<file path="src/rtl/simd_widen.sv">
// simd_widen: packed-SIMD widening unit.
//
// Takes one MAX_WIDTH operand of packed SEW-wide elements and emits two MAX_WIDTH
// beats of 2*SEW-wide elements. Beat 0 widens the low half of the operand and beat 1
// widens the high half.
//
// Ports:
//   clk, rst        clock, synchronous active-high reset
//   valid_i/ready_o input operand handshake
//   sew             one-hot source width; bit k selects MAX_WIDTH>>k bits, k>=1 legal
//   high            1: source goes in the upper half of the element; 0: extend it
//   signed_i        sign (1) or zero (0) extension, used only when high=0
//   opA             packed source elements
//   valid_o/ready_i output beat handshake
//   result          widened beat
//   last_o          current beat is beat 1
//   err_o           current beat belongs to an illegal-sew operation
//
// Optional feature: define SIMD_WIDEN_ERR_EN to latch an error bit for illegal sew and
// drive err_o on both beats. Without it err_o is tied low. Illegal sew always gives
// all-zero beats.
module simd_widen #(
  parameter int unsigned MIN_WIDTH = 8,
  parameter int unsigned MAX_WIDTH = 64,
  parameter int unsigned SEW_WIDTH = $clog2(MAX_WIDTH / MIN_WIDTH) + 1
) (
  input  logic                 clk,
  input  logic                 rst,
  input  logic                 valid_i,
  output logic                 ready_o,
  input  logic [SEW_WIDTH-1:0] sew,
  input  logic                 high,
  input  logic                 signed_i,
  input  logic [MAX_WIDTH-1:0] opA,
  output logic                 valid_o,
  input  logic                 ready_i,
  output logic [MAX_WIDTH-1:0] result,
  output logic                 last_o,
  output logic                 err_o
);

  localparam int unsigned HalfWidth = MAX_WIDTH / 2;

  typedef enum logic [1:0] {StIdle, StBeat0, StBeat1} state_e;

  state_e                 state_q, state_d;
  logic [MAX_WIDTH-1:0]   opa_q;
  logic [SEW_WIDTH-1:0]   sew_q;
  logic                   high_q;
  logic                   signed_q;
  logic                   accept;

  assign accept = valid_i && ready_o;

  // Illegal when sew is not one-hot or selects the full datapath width (bit 0).
  function automatic logic sew_illegal(input logic [SEW_WIDTH-1:0] s);
    logic onehot;
    onehot = (s != '0) && ((s & (s - SEW_WIDTH'(1))) == '0);
    return !onehot || s[0];
  endfunction

  // FSM next state and handshake outputs.
  always_comb begin
    state_d = state_q;
    ready_o = 1'b0;
    valid_o = 1'b0;
    last_o  = 1'b0;
    unique case (state_q)
      StIdle: begin
        ready_o = 1'b1;
        if (valid_i) state_d = StBeat0;
      end
      StBeat0: begin
        valid_o = 1'b1;
        if (ready_i) state_d = StBeat1;
      end
      StBeat1: begin
        valid_o = 1'b1;
        last_o  = 1'b1;
        ready_o = ready_i;
        if (ready_i) state_d = valid_i ? StBeat0 : StIdle;
      end
      default: state_d = StIdle;
    endcase
  end

  always_ff @(posedge clk) begin
    if (rst) begin
      state_q  <= StIdle;
      opa_q    <= '0;
      sew_q    <= '0;
      high_q   <= 1'b0;
      signed_q <= 1'b0;
    end else begin
      state_q <= state_d;
      if (accept) begin
        opa_q    <= opA;
        sew_q    <= sew;
        high_q   <= high;
        signed_q <= signed_i;
      end
    end
  end

  // Source half for the current beat.
  logic [HalfWidth-1:0] half;
  assign half = (state_q == StBeat1) ? opa_q[MAX_WIDTH-1:HalfWidth] : opa_q[HalfWidth-1:0];

  // One widened candidate per legal element width; cand[0] is the illegal full-width code.
  logic [SEW_WIDTH-1:0][MAX_WIDTH-1:0] cand;
  assign cand[0] = '0;

  for (genvar k = 1; k < SEW_WIDTH; k++) begin : g_sew
    localparam int unsigned E = MAX_WIDTH >> k;
    localparam int unsigned N = HalfWidth / E;
    for (genvar i = 0; i < N; i++) begin : g_el
      logic [E-1:0] src;
      assign src = half[i*E +: E];
      assign cand[k][i*2*E +: 2*E] = high_q   ? {src, {E{1'b0}}} :
                                     signed_q ? {{E{src[E-1]}}, src} :
                                                {{E{1'b0}}, src};
    end
  end

  always_comb begin
    result = '0;
    if (!sew_illegal(sew_q)) begin
      for (int k = 1; k < SEW_WIDTH; k++) begin
        if (sew_q[k]) result = cand[k];
      end
    end
  end

`ifdef SIMD_WIDEN_ERR_EN
  logic err_q;

  always_ff @(posedge clk) begin
    if (rst) begin
      err_q <= 1'b0;
    end else if (accept) begin
      err_q <= sew_illegal(sew);
    end
  end

  assign err_o = err_q && valid_o;
`else
  assign err_o = 1'b0;
`endif

endmodule
</file>
<file path="config.mk">
export PLATFORM = sky130hd
export DESIGN_NAME = simd_widen
export DESIGN_NICKNAME = d
export VERILOG_FILES = /design/src/rtl/simd_widen.sv
export SDC_FILE = /design/constraint.sdc
export NUM_CORES = 1
export LEC_CHECK = 0
export ABC_AREA = 0
export CAP_MARGIN = 20
export CORE_UTILIZATION = 30
export CTS_CLUSTER_DIAMETER = 40
export CTS_CLUSTER_SIZE = 40
export DETAILED_ROUTE_END_ITERATION = 12
export HOLD_SLACK_MARGIN = 0.05
export PLACE_DENSITY = 0.58
export REMOVE_ABC_BUFFERS = 1
export SLEW_MARGIN = 10
export SYNTH_ARGS = -nofsm -noshare
export SYNTH_HDL_FRONTEND = slang
export SYNTH_SLANG_ARGS = --single-unit
</file>
<file path="constraint.sdc">
create_clock -name clk -period 3.2 [get_ports clk]
set_clock_uncertainty 0.1 [all_clocks]
set_input_delay 0.96 -clock clk [delete_from_list [all_inputs] [get_ports clk]]
set_output_delay 0.96 -clock clk [all_outputs]
set_load 0.01 [all_outputs]
</file>
==> flow_summary.ini <==
[status]
run_status = finished, violations left
violations = negative setup slack

[yosys]
ys_seq_area_share_pct = 34.4
yosys.area_share.xor_xnor_pct = 0
netlist.top_cell.by_area = sky130_fd_sc_hd__dfxtp_1
synth_top_family_by_area = compound AO/OA/AOI/OAI gates
ys.flop_type = sky130_fd_sc_hd__dfxtp_1
yosys_register_bits = 72
synth-async-reset-ratio_pct = 0
syn-mean-instance-area_sq_um = 7.13
yosys_warnings = 0
synth.area.mux_share_pct = 10.6
synth_simple_gate_area_share_pct = 22.8
yosys.cell_count.top_type = sky130_fd_sc_hd__nand2_1
post_synth_most_frequent_cells = sky130_fd_sc_hd__nand2_1 (158), sky130_fd_sc_hd__a21oi_1 (104), sky130_fd_sc_hd__dfxtp_1 (72)
ys_top_cells_by_area = sky130_fd_sc_hd__dfxtp_1 (34%), sky130_fd_sc_hd__nand2_1 (14%), sky130_fd_sc_hd__a21oi_1 (12%), sky130_fd_sc_hd__mux2i_1 (6.0%), sky130_fd_sc_hd__mux2_2 (4.3%)
synth_cells = 587
post_synth_fa_ha_maj_area_fraction_pct = 1.50
yosysUniqueCellTypes = 37
post_synthesis_instance_area_sq_um = 4180
synth_enable_flop_cells = 0
synth_compound_gate_area_share_pct = 24.0
synthDominantCellAreaShare_pct = 34.4

[die]
fp.dieW_um = 120
placementRows = 42
core_footprint_sq_um = 13400
die_height_um = 120
initial_core_utilization_pct = 31.2
number_of_top_level_pins = 142
design.die.area_sq_um = 14400

[detailed_routing]
drt_wl_total_um = 16800
met2_wl_um = 7820
final_antenna_net_count = 0
route.detailed.wl_per_inst_um = 17.5
via_count = 5021
drt_first_iter_violations = 420
routed_via_density = 5.22
route.detailed.drc = 0
met1Wirelength_um = 7250
highest-signal-layer = met4
drtPass1Iterations = 5
met3_wire_length_um = 1300

[clocking]
numCtsBuffers = 9
cts.htree.levels = 3
cts-hold-fix-buffers = 0
tritoncts = built
clk-insertion-delay-late_ns = 0.33
cts.clk_slew.worst_paths_ns = 0.06
clock_sink_count = 72
clock_path_buffers = 2
cts-root-buf = sky130_fd_sc_hd__clkbuf_16

[worst_setup_path]
setup.reg_to_reg.worst_slack_ns = 0.84
crit-reg2reg-capture = opa_q[18]
regToRegStartpoint = state_q[0]
critical_path_class = flop to output port
critPathRequiredTime_ns = 2.14
critical_path.max_fanout = 6
rr_worst_depth = 11
critical_path.endpoint_type = output port
timing.critical_path.from_type = flop
data_arrival_time_of_the_critical_path_ns = 2.23

[timing]
final_period_utilization_pct = 103
maxSlewHeadroom_pct = 54.8
period_minus_slack_ns = 3.29
layout_setup_ws_ns = -0.0869
setup_viol = 14
rsz_0062_raised_after_global_routing = true
clock.fmax_ghz = 0.304
hold_viol_final = 0
tns_ns = -0.704
drv_slew = 0
tightestPinTransition_ns = 0.678

[hold_path]
hold_end = opa_q[19]
hold_path_depth = 2
hold_path.class = flop to flop
timing.hold.worst.start = opa_q[19]

[pwr]
pwr-share-clk_pct = 21.6
power_frac_comb_pct = 52.5
power_density_cells_nw_per_um2 = 634
power.share.switching_pct = 39.8
net-switching-power_uw = 1840
power.internal_uw = 2780
fin_total_pwr_uw = 4620
worst_vdd_ir_uv = 301
pwr-share-seq_pct = 25.9
leakage_power_total_uw = 0.00285

[global_route]
maximum_number_of_pins_on_one_net_before_global_route_repair = 71
grt_first_pass_wirelength_um = 25100
grt_antenna_before_repair = 0
grt_use_total_pct = 22.3
first_global_vias = 4890
grt_total_ovfl = 0

[final_layout]
fin_util_pct = 54.4
design_area_sq_um = 7290
area.sequential_sq_um = 1450
final.fill_count = 1232
nNetsFinal = 859
area_delta_synth_final_pct = 74.2
layout-drive-gt1-share_pct = 35.5
area_of_the_multi_input_gates_sq_um = 3200
antenna-diode-count = 0

[placed_design]
pre_cts_slack_ns = -0.297
buffer_ports.inserted = 140
gp_routability_congestion = 0.934
detailed_place_hpwl_um = 11100
placed_cell_area_sq_um = 6130

[job]
cap_violations = 0
[per-layer routing]
| layer | track usage, % | vias up |
|---|---|---|
| met5 | 0 | - |
| met3 | 6.08 | 41 |
| met2 | 37.1 | 213 |
| met1 | 27.9 | 2360 |
| met4 | 7.11 | 0 |
| li1 | - | 2407 |
[worst max-delay path by stage]
stage | from | endpoint | slack (ns) | depth (start not counted)
floorplan | sew_q[2] | result[24] | -1.25 | 4
global placement | state_q[0] | result[42] | -0.23 | 7
detailed placement | state_q[0] | result[42] | -0.30 | 7
CTS | state_q[0] | result[42] | -0.21 | 10
global route | state_q[0] | result[28] | -0.13 | 9
finish | state_q[0] | result[29] | -0.09 | 9
[layout make-up]
| class | count | share of cell area (%) |
|---|---|---|
| multi-input cells | 451 | 43.9 |
| inverters | 14 | 0.721 |
| clock buffers | 10 | 3.14 |
| well taps | 176 | 3.02 |
| clock inverters | 6 | 0.824 |
| repair buffers | 232 | 28.6 |
| flip-flops and latches | 72 | 19.8 |
[layout by cell type, fill, tap and decap left out, types with 3 or more instances in the layout]
cell type	count
sky130_fd_sc_hd__a211oi_2	13
sky130_fd_sc_hd__a21oi_1	88
sky130_fd_sc_hd__a21oi_2	16
sky130_fd_sc_hd__a221oi_2	4
sky130_fd_sc_hd__a22oi_2	7
sky130_fd_sc_hd__a32oi_1	7
sky130_fd_sc_hd__and2_1	7
sky130_fd_sc_hd__buf_12	8
sky130_fd_sc_hd__buf_2	29
sky130_fd_sc_hd__buf_4	66
sky130_fd_sc_hd__buf_6	21
sky130_fd_sc_hd__clkbuf_16	11
sky130_fd_sc_hd__clkbuf_2	11
sky130_fd_sc_hd__clkdlybuf4s15_1	3
sky130_fd_sc_hd__clkdlybuf4s50_1	74
sky130_fd_sc_hd__clkinv_2	3
sky130_fd_sc_hd__dfxtp_1	68
sky130_fd_sc_hd__dfxtp_2	4
sky130_fd_sc_hd__dlygate4sd2_1	15
sky130_fd_sc_hd__ha_1	4
sky130_fd_sc_hd__inv_1	13
sky130_fd_sc_hd__mux2_2	4
sky130_fd_sc_hd__mux2_4	12
sky130_fd_sc_hd__mux2i_1	6
sky130_fd_sc_hd__mux2i_2	5
sky130_fd_sc_hd__mux2i_4	15
sky130_fd_sc_hd__nand2_1	151
sky130_fd_sc_hd__nand2_2	7
sky130_fd_sc_hd__nand3_1	6
sky130_fd_sc_hd__nor2_1	41
sky130_fd_sc_hd__o21ai_0	3
sky130_fd_sc_hd__o22ai_2	8
sky130_fd_sc_hd__o22ai_4	5
[what timing repair did]
item,in CTS,in global routing
setup endpoints to repair,65,55
gates cloned,1,2
gates resized for setup,260,108
pin swaps,15,29
endpoints found under the hold margin,0,0
setup buffers,16,15
[power groups by stage]
stage / sequential [uW] / clock, uW / combinational (uW)
floorplan: 1180 / 0 / 931
global placement: 1160 / 0 / 1800
detailed placement: 1170 / 0 / 1830
CTS: 1180 / 1010 / 2120
global route: 1210 / 1050 / 2590
finish: 1200 / 998 / 2430
[critical path: stages, from the launching register on]
cell	delay, ns
sky130_fd_sc_hd__dfxtp_2	0.34
sky130_fd_sc_hd__inv_2	0.05
sky130_fd_sc_hd__ha_4	0.19
sky130_fd_sc_hd__buf_6	0.13
sky130_fd_sc_hd__mux2i_4	0.19
sky130_fd_sc_hd__o21ai_4	0.14
sky130_fd_sc_hd__or3b_4	0.41
sky130_fd_sc_hd__buf_6	0.16
sky130_fd_sc_hd__o22ai_2	0.12
sky130_fd_sc_hd__buf_2	0.15
[kinds of logic after synthesis]
kind of cell | after synthesis
and+or+nand+nor | 235
AOI/OAI and AO/OA | 168
DFF | 72
buffers and inverters | 64
muxes | 42
adders and majority gates | 5
other | 1
[sequential cells by signal, summed over array words and instances (netlist names)]
register  flops
opa_q        64
sew_q         4
state_q       2
high_q        1
signed_q      1
[per-stage QoR]
step	cells	hold WS, ns
detailed placement	915	0.347
finish	961	0.355
CTS	948	0.358
floorplan	537	0.327
global placement	915	0.341
global route	961	0.384
Note: power is estimated with default switching activity, not from simulation.
